**config.mk**
```make
export PLATFORM = sky130hd
export DESIGN_NAME = grid_mover
export DESIGN_NICKNAME = d
export VERILOG_FILES = /design/src/rtl/grid_mover.sv
export SDC_FILE = /design/constraint.sdc
export NUM_CORES = 1
export LEC_CHECK = 0
export BUFFER_PORTS_ARGS = -buffer_cell sky130_fd_sc_hd__clkbuf_2
export CAP_MARGIN = 25
export CORE_MARGIN = 1.5
export CORE_UTILIZATION = 31
export DETAILED_ROUTE_END_ITERATION = 10
export PLACE_DENSITY = 0.57
export SYNTH_ARGS = -nofsm -noshare
export SYNTH_HDL_FRONTEND = slang
export SYNTH_SLANG_ARGS = --single-unit
export TNS_END_PERCENT = 1
```
**constraint.sdc**
```tcl
create_clock -name clk -period 6.2 [get_ports clk]
set_input_delay 1.24 -clock clk [delete_from_list [all_inputs] [get_ports clk]]
set_output_delay 1.24 -clock clk [all_outputs]
set_load 0.02 [all_outputs]
```
**src/rtl/grid_mover.sv**
```systemverilog
// grid_mover: owns the player tile coordinate. It steps the position on key presses
// and auto-repeats held keys. It either clamps or wraps at the map edges, and it can
// ask the collision logic whether the target tile is free before each step.
module grid_mover #(
  parameter int unsigned MAP_WIDTH    = 16,
  parameter int unsigned MAP_HEIGHT   = 16,
  parameter int unsigned COORD_W      = 4,
  parameter int unsigned INIT_X       = 0,
  parameter int unsigned INIT_Y       = 0,
  parameter int unsigned WRAP_MODE    = 0,
  parameter int unsigned USE_BLOCK    = 1,
  parameter int unsigned REPEAT_DELAY = 25,
  parameter int unsigned REPEAT_RATE  = 8
) (
  input  logic               clk,
  input  logic               rst_n,
  input  logic [3:0]         move,
  input  logic               load,
  input  logic [COORD_W-1:0] load_x,
  input  logic [COORD_W-1:0] load_y,
  input  logic               blk_ack,
  input  logic               blk_hit,
  output logic               blk_req,
  output logic [COORD_W-1:0] blk_x,
  output logic [COORD_W-1:0] blk_y,
  output logic [COORD_W-1:0] pos_x,
  output logic [COORD_W-1:0] pos_y,
  output logic [3:0]         allow,
  output logic               moved,
  output logic               bumped,
  output logic               busy
);

  localparam int unsigned CntMax = (REPEAT_DELAY > REPEAT_RATE) ? REPEAT_DELAY : REPEAT_RATE;
  localparam int unsigned CntW   = (CntMax > 1) ? $clog2(CntMax) : 1;

  localparam logic [COORD_W-1:0] XMax      = COORD_W'(MAP_WIDTH - 1);
  localparam logic [COORD_W-1:0] YMax      = COORD_W'(MAP_HEIGHT - 1);
  localparam logic [CntW-1:0]    DelayLoad = CntW'(REPEAT_DELAY - 1);
  localparam logic [CntW-1:0]    RateLoad  = CntW'(REPEAT_RATE - 1);

  typedef enum logic [1:0] {StIdle, StQuery, StHold} state_e;

  state_e             state_q, state_d;
  logic [COORD_W-1:0] pos_x_q, pos_x_d, pos_y_q, pos_y_d;
  logic [COORD_W-1:0] blk_x_q, blk_x_d, blk_y_q, blk_y_d;
  logic [3:0]         prev_q, prev_d;
  logic [CntW-1:0]    cnt_q, cnt_d;
  logic               moved_q, moved_d, bumped_q, bumped_d;

  logic [3:0]         dir;
  logic [3:0]         edge_ok;
  logic [COORD_W-1:0] tgt_x, tgt_y;
  logic               in_bounds;
  logic               launch;
  logic [CntW-1:0]    launch_cnt;

  // One-hot direction from the lowest set key bit (left > down > up > right).
  always_comb begin
    dir = 4'b0000;
    if (move[0])      dir = 4'b0001;
    else if (move[1]) dir = 4'b0010;
    else if (move[2]) dir = 4'b0100;
    else if (move[3]) dir = 4'b1000;
  end

  // Edge permission per direction and the candidate target tile (wrapped form).
  always_comb begin
    edge_ok[0] = (pos_x_q != '0);
    edge_ok[1] = (pos_y_q != YMax);
    edge_ok[2] = (pos_y_q != '0);
    edge_ok[3] = (pos_x_q != XMax);
    tgt_x = pos_x_q;
    tgt_y = pos_y_q;
    case (dir)
      4'b0001: tgt_x = (pos_x_q == '0)   ? XMax : pos_x_q - COORD_W'(1);
      4'b0010: tgt_y = (pos_y_q == YMax) ? '0   : pos_y_q + COORD_W'(1);
      4'b0100: tgt_y = (pos_y_q == '0)   ? YMax : pos_y_q - COORD_W'(1);
      4'b1000: tgt_x = (pos_x_q == XMax) ? '0   : pos_x_q + COORD_W'(1);
      default: ;
    endcase
    in_bounds = (WRAP_MODE != 0) || ((dir & edge_ok) != 4'b0000);
  end

  // Next-state logic: press/repeat detection, launch handling, query completion, load.
  always_comb begin
    state_d    = state_q;
    pos_x_d    = pos_x_q;
    pos_y_d    = pos_y_q;
    blk_x_d    = blk_x_q;
    blk_y_d    = blk_y_q;
    prev_d     = prev_q;
    cnt_d      = cnt_q;
    moved_d    = 1'b0;
    bumped_d   = 1'b0;
    launch     = 1'b0;
    launch_cnt = DelayLoad;

    unique case (state_q)
      StIdle: begin
        prev_d = dir;
        if (dir != 4'b0000 && dir != prev_q) launch = 1'b1;
      end
      StHold: begin
        prev_d = dir;
        if (dir == 4'b0000) begin
          state_d = StIdle;
        end else if (dir != prev_q) begin
          launch = 1'b1;
        end else if (cnt_q == '0) begin
          launch     = 1'b1;
          launch_cnt = RateLoad;
        end else begin
          cnt_d = cnt_q - CntW'(1);
        end
      end
      StQuery: begin
        if (blk_ack) begin
          state_d = StHold;
          if (blk_hit) begin
            bumped_d = 1'b1;
          end else begin
            pos_x_d = blk_x_q;
            pos_y_d = blk_y_q;
            moved_d = 1'b1;
          end
        end
      end
      default: state_d = StIdle;
    endcase

    // The counter value chosen at launch survives a query, so repeats keep their rate.
    if (launch) begin
      cnt_d = launch_cnt;
      if (!in_bounds) begin
        bumped_d = 1'b1;
        state_d  = StHold;
      end else if (USE_BLOCK == 0) begin
        pos_x_d = tgt_x;
        pos_y_d = tgt_y;
        moved_d = 1'b1;
        state_d = StHold;
      end else begin
        blk_x_d = tgt_x;
        blk_y_d = tgt_y;
        state_d = StQuery;
      end
    end

    // Reposition overrides everything; latching dir stops a held key re-triggering.
    if (load) begin
      pos_x_d  = (load_x > XMax) ? XMax : load_x;
      pos_y_d  = (load_y > YMax) ? YMax : load_y;
      state_d  = StIdle;
      prev_d   = dir;
      moved_d  = 1'b0;
      bumped_d = 1'b0;
    end
  end

  // State and datapath registers.
  always_ff @(posedge clk or negedge rst_n) begin
    if (!rst_n) begin
      state_q  <= StIdle;
      pos_x_q  <= COORD_W'(INIT_X);
      pos_y_q  <= COORD_W'(INIT_Y);
      blk_x_q  <= '0;
      blk_y_q  <= '0;
      prev_q   <= 4'b0000;
      cnt_q    <= '0;
      moved_q  <= 1'b0;
      bumped_q <= 1'b0;
    end else begin
      state_q  <= state_d;
      pos_x_q  <= pos_x_d;
      pos_y_q  <= pos_y_d;
      blk_x_q  <= blk_x_d;
      blk_y_q  <= blk_y_d;
      prev_q   <= prev_d;
      cnt_q    <= cnt_d;
      moved_q  <= moved_d;
      bumped_q <= bumped_d;
    end
  end

  assign blk_req = (state_q == StQuery);
  assign busy    = (state_q == StQuery);
  assign blk_x   = blk_x_q;
  assign blk_y   = blk_y_q;
  assign pos_x   = pos_x_q;
  assign pos_y   = pos_y_q;
  assign allow   = (WRAP_MODE != 0) ? 4'b1111 : edge_ok;
  assign moved   = moved_q;
  assign bumped  = bumped_q;

endmodule
```
==> qor.csv <==
metric,value,unit
status,completed,
period_share,48.8,%
drt_iter0_drc,65,
critPathSlowestCell,or3b_2,
timing.fmax,0.330,GHz
num_rows,27,
drive_gt1_share,29.1,%
max_cap_violations,0,
finalHoldViolations,0,
tightest_slew,0.741,ns
synth_nets,215,
grt_max_degree,30,
clock_sinks,29,
synthArstFlopShare,100,%
cts.clk_slew.worst_paths,0.07,ns
route.detailed.drc,0,
cts_hold_buf,0,
via_per_inst,5.04,
synth_seq_cells,29,
portBuffers,40,
grtUsageTotal,14.5,%
die_w,79.6,um
crit_path_end_kind,output port,
htree_num_levels,2,
die_h,79.6,um
power_density,287,mW/mm^2
hold_class,register to register,
grt_first_pass_wirelength,7130,um
core,0.00557,sq mm
numCtsBuffers,5,
final_max_slew_viol_count,0,
cts_resized,0,
required,4.96,ns
holdWs,0.510,ns
synth_edf_count,0,
synthCells,192,
cts_tree,done,
place_congestion,0.830,
finClkSkew,0.00841,ns
placed_cell_area,0.00206,sq mm
synth_area_per_cell,9.48,sq um
yosys_warnings,0,
dp.cells,294,
path_max_fanout,10,
layout-area-overhead-vs-synth,17.8,%
grt_overflow_total,0,
cts_root_buf,clkbuf_8,
met2_length,2020,um
clk_path_buf_depth,2,
fin_cells,302,
final_util,38.5,%
setup_tns,0,ns
dr_wl_met3,148,um
postRouteAntennaNets,0,
total_power,0.615,mW
final_area,0.00214,sq mm
yosysSeqAreaShare,39.9,%
pin_count,41,
finalSetupViolCount,0,
final_common_cell,clkbuf_2,
wl,4170,um
maxSlewHeadroom,50.6,%
fin_nets,252,
hpwlAfterDp,3110,um
clock_latency,0.28,ns
grt_pass1_vias,1438,
min_period,3.03,ns
crit_path_max_incr_delay,0.51,ns
antennaDiodeCount,0,
die_area,0.00634,sq mm
synthDistinctLibCells,49,
syn-cell-area,0.00182,sq mm
start_kind,register,
crit_chain,inv_1 -> ha_1 -> or3b_2 -> clkbuf_2,
drt-met1-wl,1950,um
rsz0062_at_grt,false,
post-cts-setup-buffers,0,
ir_worst_vdd,0.133,mV
power.leakage,0.982,nW
final_cell_mix,"40 x clkbuf_2, 29 x dfrtp_1, 20 x nand2_1",
antenna_found_initial,0,
dr.pass1.iters,4,
start_util,32.6,%
wl_per_cell,13.8,um
synthFlopType,dfrtp_1,
finalWorstSetupSlack,3.17,ns
via_count,1521,
dr.max_layer_used,met4,
place_ws,3.07,ns
worstPathArrival,1.79,ns
critPathKind,register to output port,
==> cells by family after synthesis <==
kind of cell             after synthesis  synth area share [%]
flip-flops                            29                  39.9
adder cells (fa/ha/maj)                6                  4.13
AO/OA/AOI/OAI                         46                  17.2
XOR/XNOR                               5                  2.41
AND/OR/NAND/NOR                       64                  19.3
buffers and inverters                 22                  5.36
multiplexers                          20                  11.7
==> synth_stat cells, types with 4 or more instances <==
cell type / n / share of area [%]
o22ai_1: 4 / 1.4
nand3_1: 9 / 2.5
clkbuf_1: 5 / 1.0
nand2_1: 20 / 4.1
a31oi_1: 4 / 1.4
nor3_1: 6 / 1.7
nor2_1: 11 / 2.3
o21ai_0: 13 / 3.6
a21oi_1: 7 / 1.9
ha_1: 6 / 4.1
mux2_2: 10 / 6.2
mux2i_1: 10 / 5.5
dfrtp_1: 29 / 40
inv_1: 12 / 2.5
==> registers in the layout, indices dropped and copies added, names as in the netlist <==
name,count
state_q,2
blk_x,4
cnt_q,5
bumped,1
prev_q,4
pos_y,4
blk_y,4
pos_x,4
moved,1
==> final cells by class <==
type                    count  area (sq um)
inverters                  12          45.0
clock inverters             3          17.5
multi-input cells         141           996
clock buffers               5          68.8
flip-flops and latches     29           726
well taps                  72          90.1
fillers                   593          3430
repair buffers             40           200
==> worst max-delay path: cells and delay by family (launching register included) <==
family                     cells  cell delay (ns)
DFF                            1             0.49
buffers and inverters          2             0.30
and+or+nand+nor                1             0.51
adders and majority gates      1             0.20
==> where the power goes <==
part           internal (mW)  switching (mW)
Sequential             0.224          0.0382
Clock                 0.0773          0.0772
Combinational         0.0839           0.115
==> final timing paths <==
kind                                            from  slack (ns)              endpoint  depth (start not counted)
worst max register to register  pos_y[0]$_DFFE_PN0P_        3.80  blk_x[2]$_DFFE_PN0P_                          7
min in group asynchronous                      rst_n        1.01  cnt_q[0]$_DFFE_PN0P_                          1
max in group asynchronous                      rst_n        4.72  blk_x[2]$_DFFE_PN0P_                          1
worst min register to register  cnt_q[1]$_DFFE_PN0P_        0.51  cnt_q[1]$_DFFE_PN0P_                          1
worst min-delay path            cnt_q[1]$_DFFE_PN0P_        0.51  cnt_q[1]$_DFFE_PN0P_                          1
worst max-delay path            pos_x[0]$_DFFE_PN0P_        3.17              allow[0]                          4
==> routing by layer <==
metal | vias to the layer above | track usage, %
met5 | - | 0
met4 | 0 | 4.21
met3 | 7 | 3.66
met2 | 25 | 22.6
met1 | 724 | 19.8
li1 | 765 | -
Note: power is estimated with default switching activity, not from simulation.
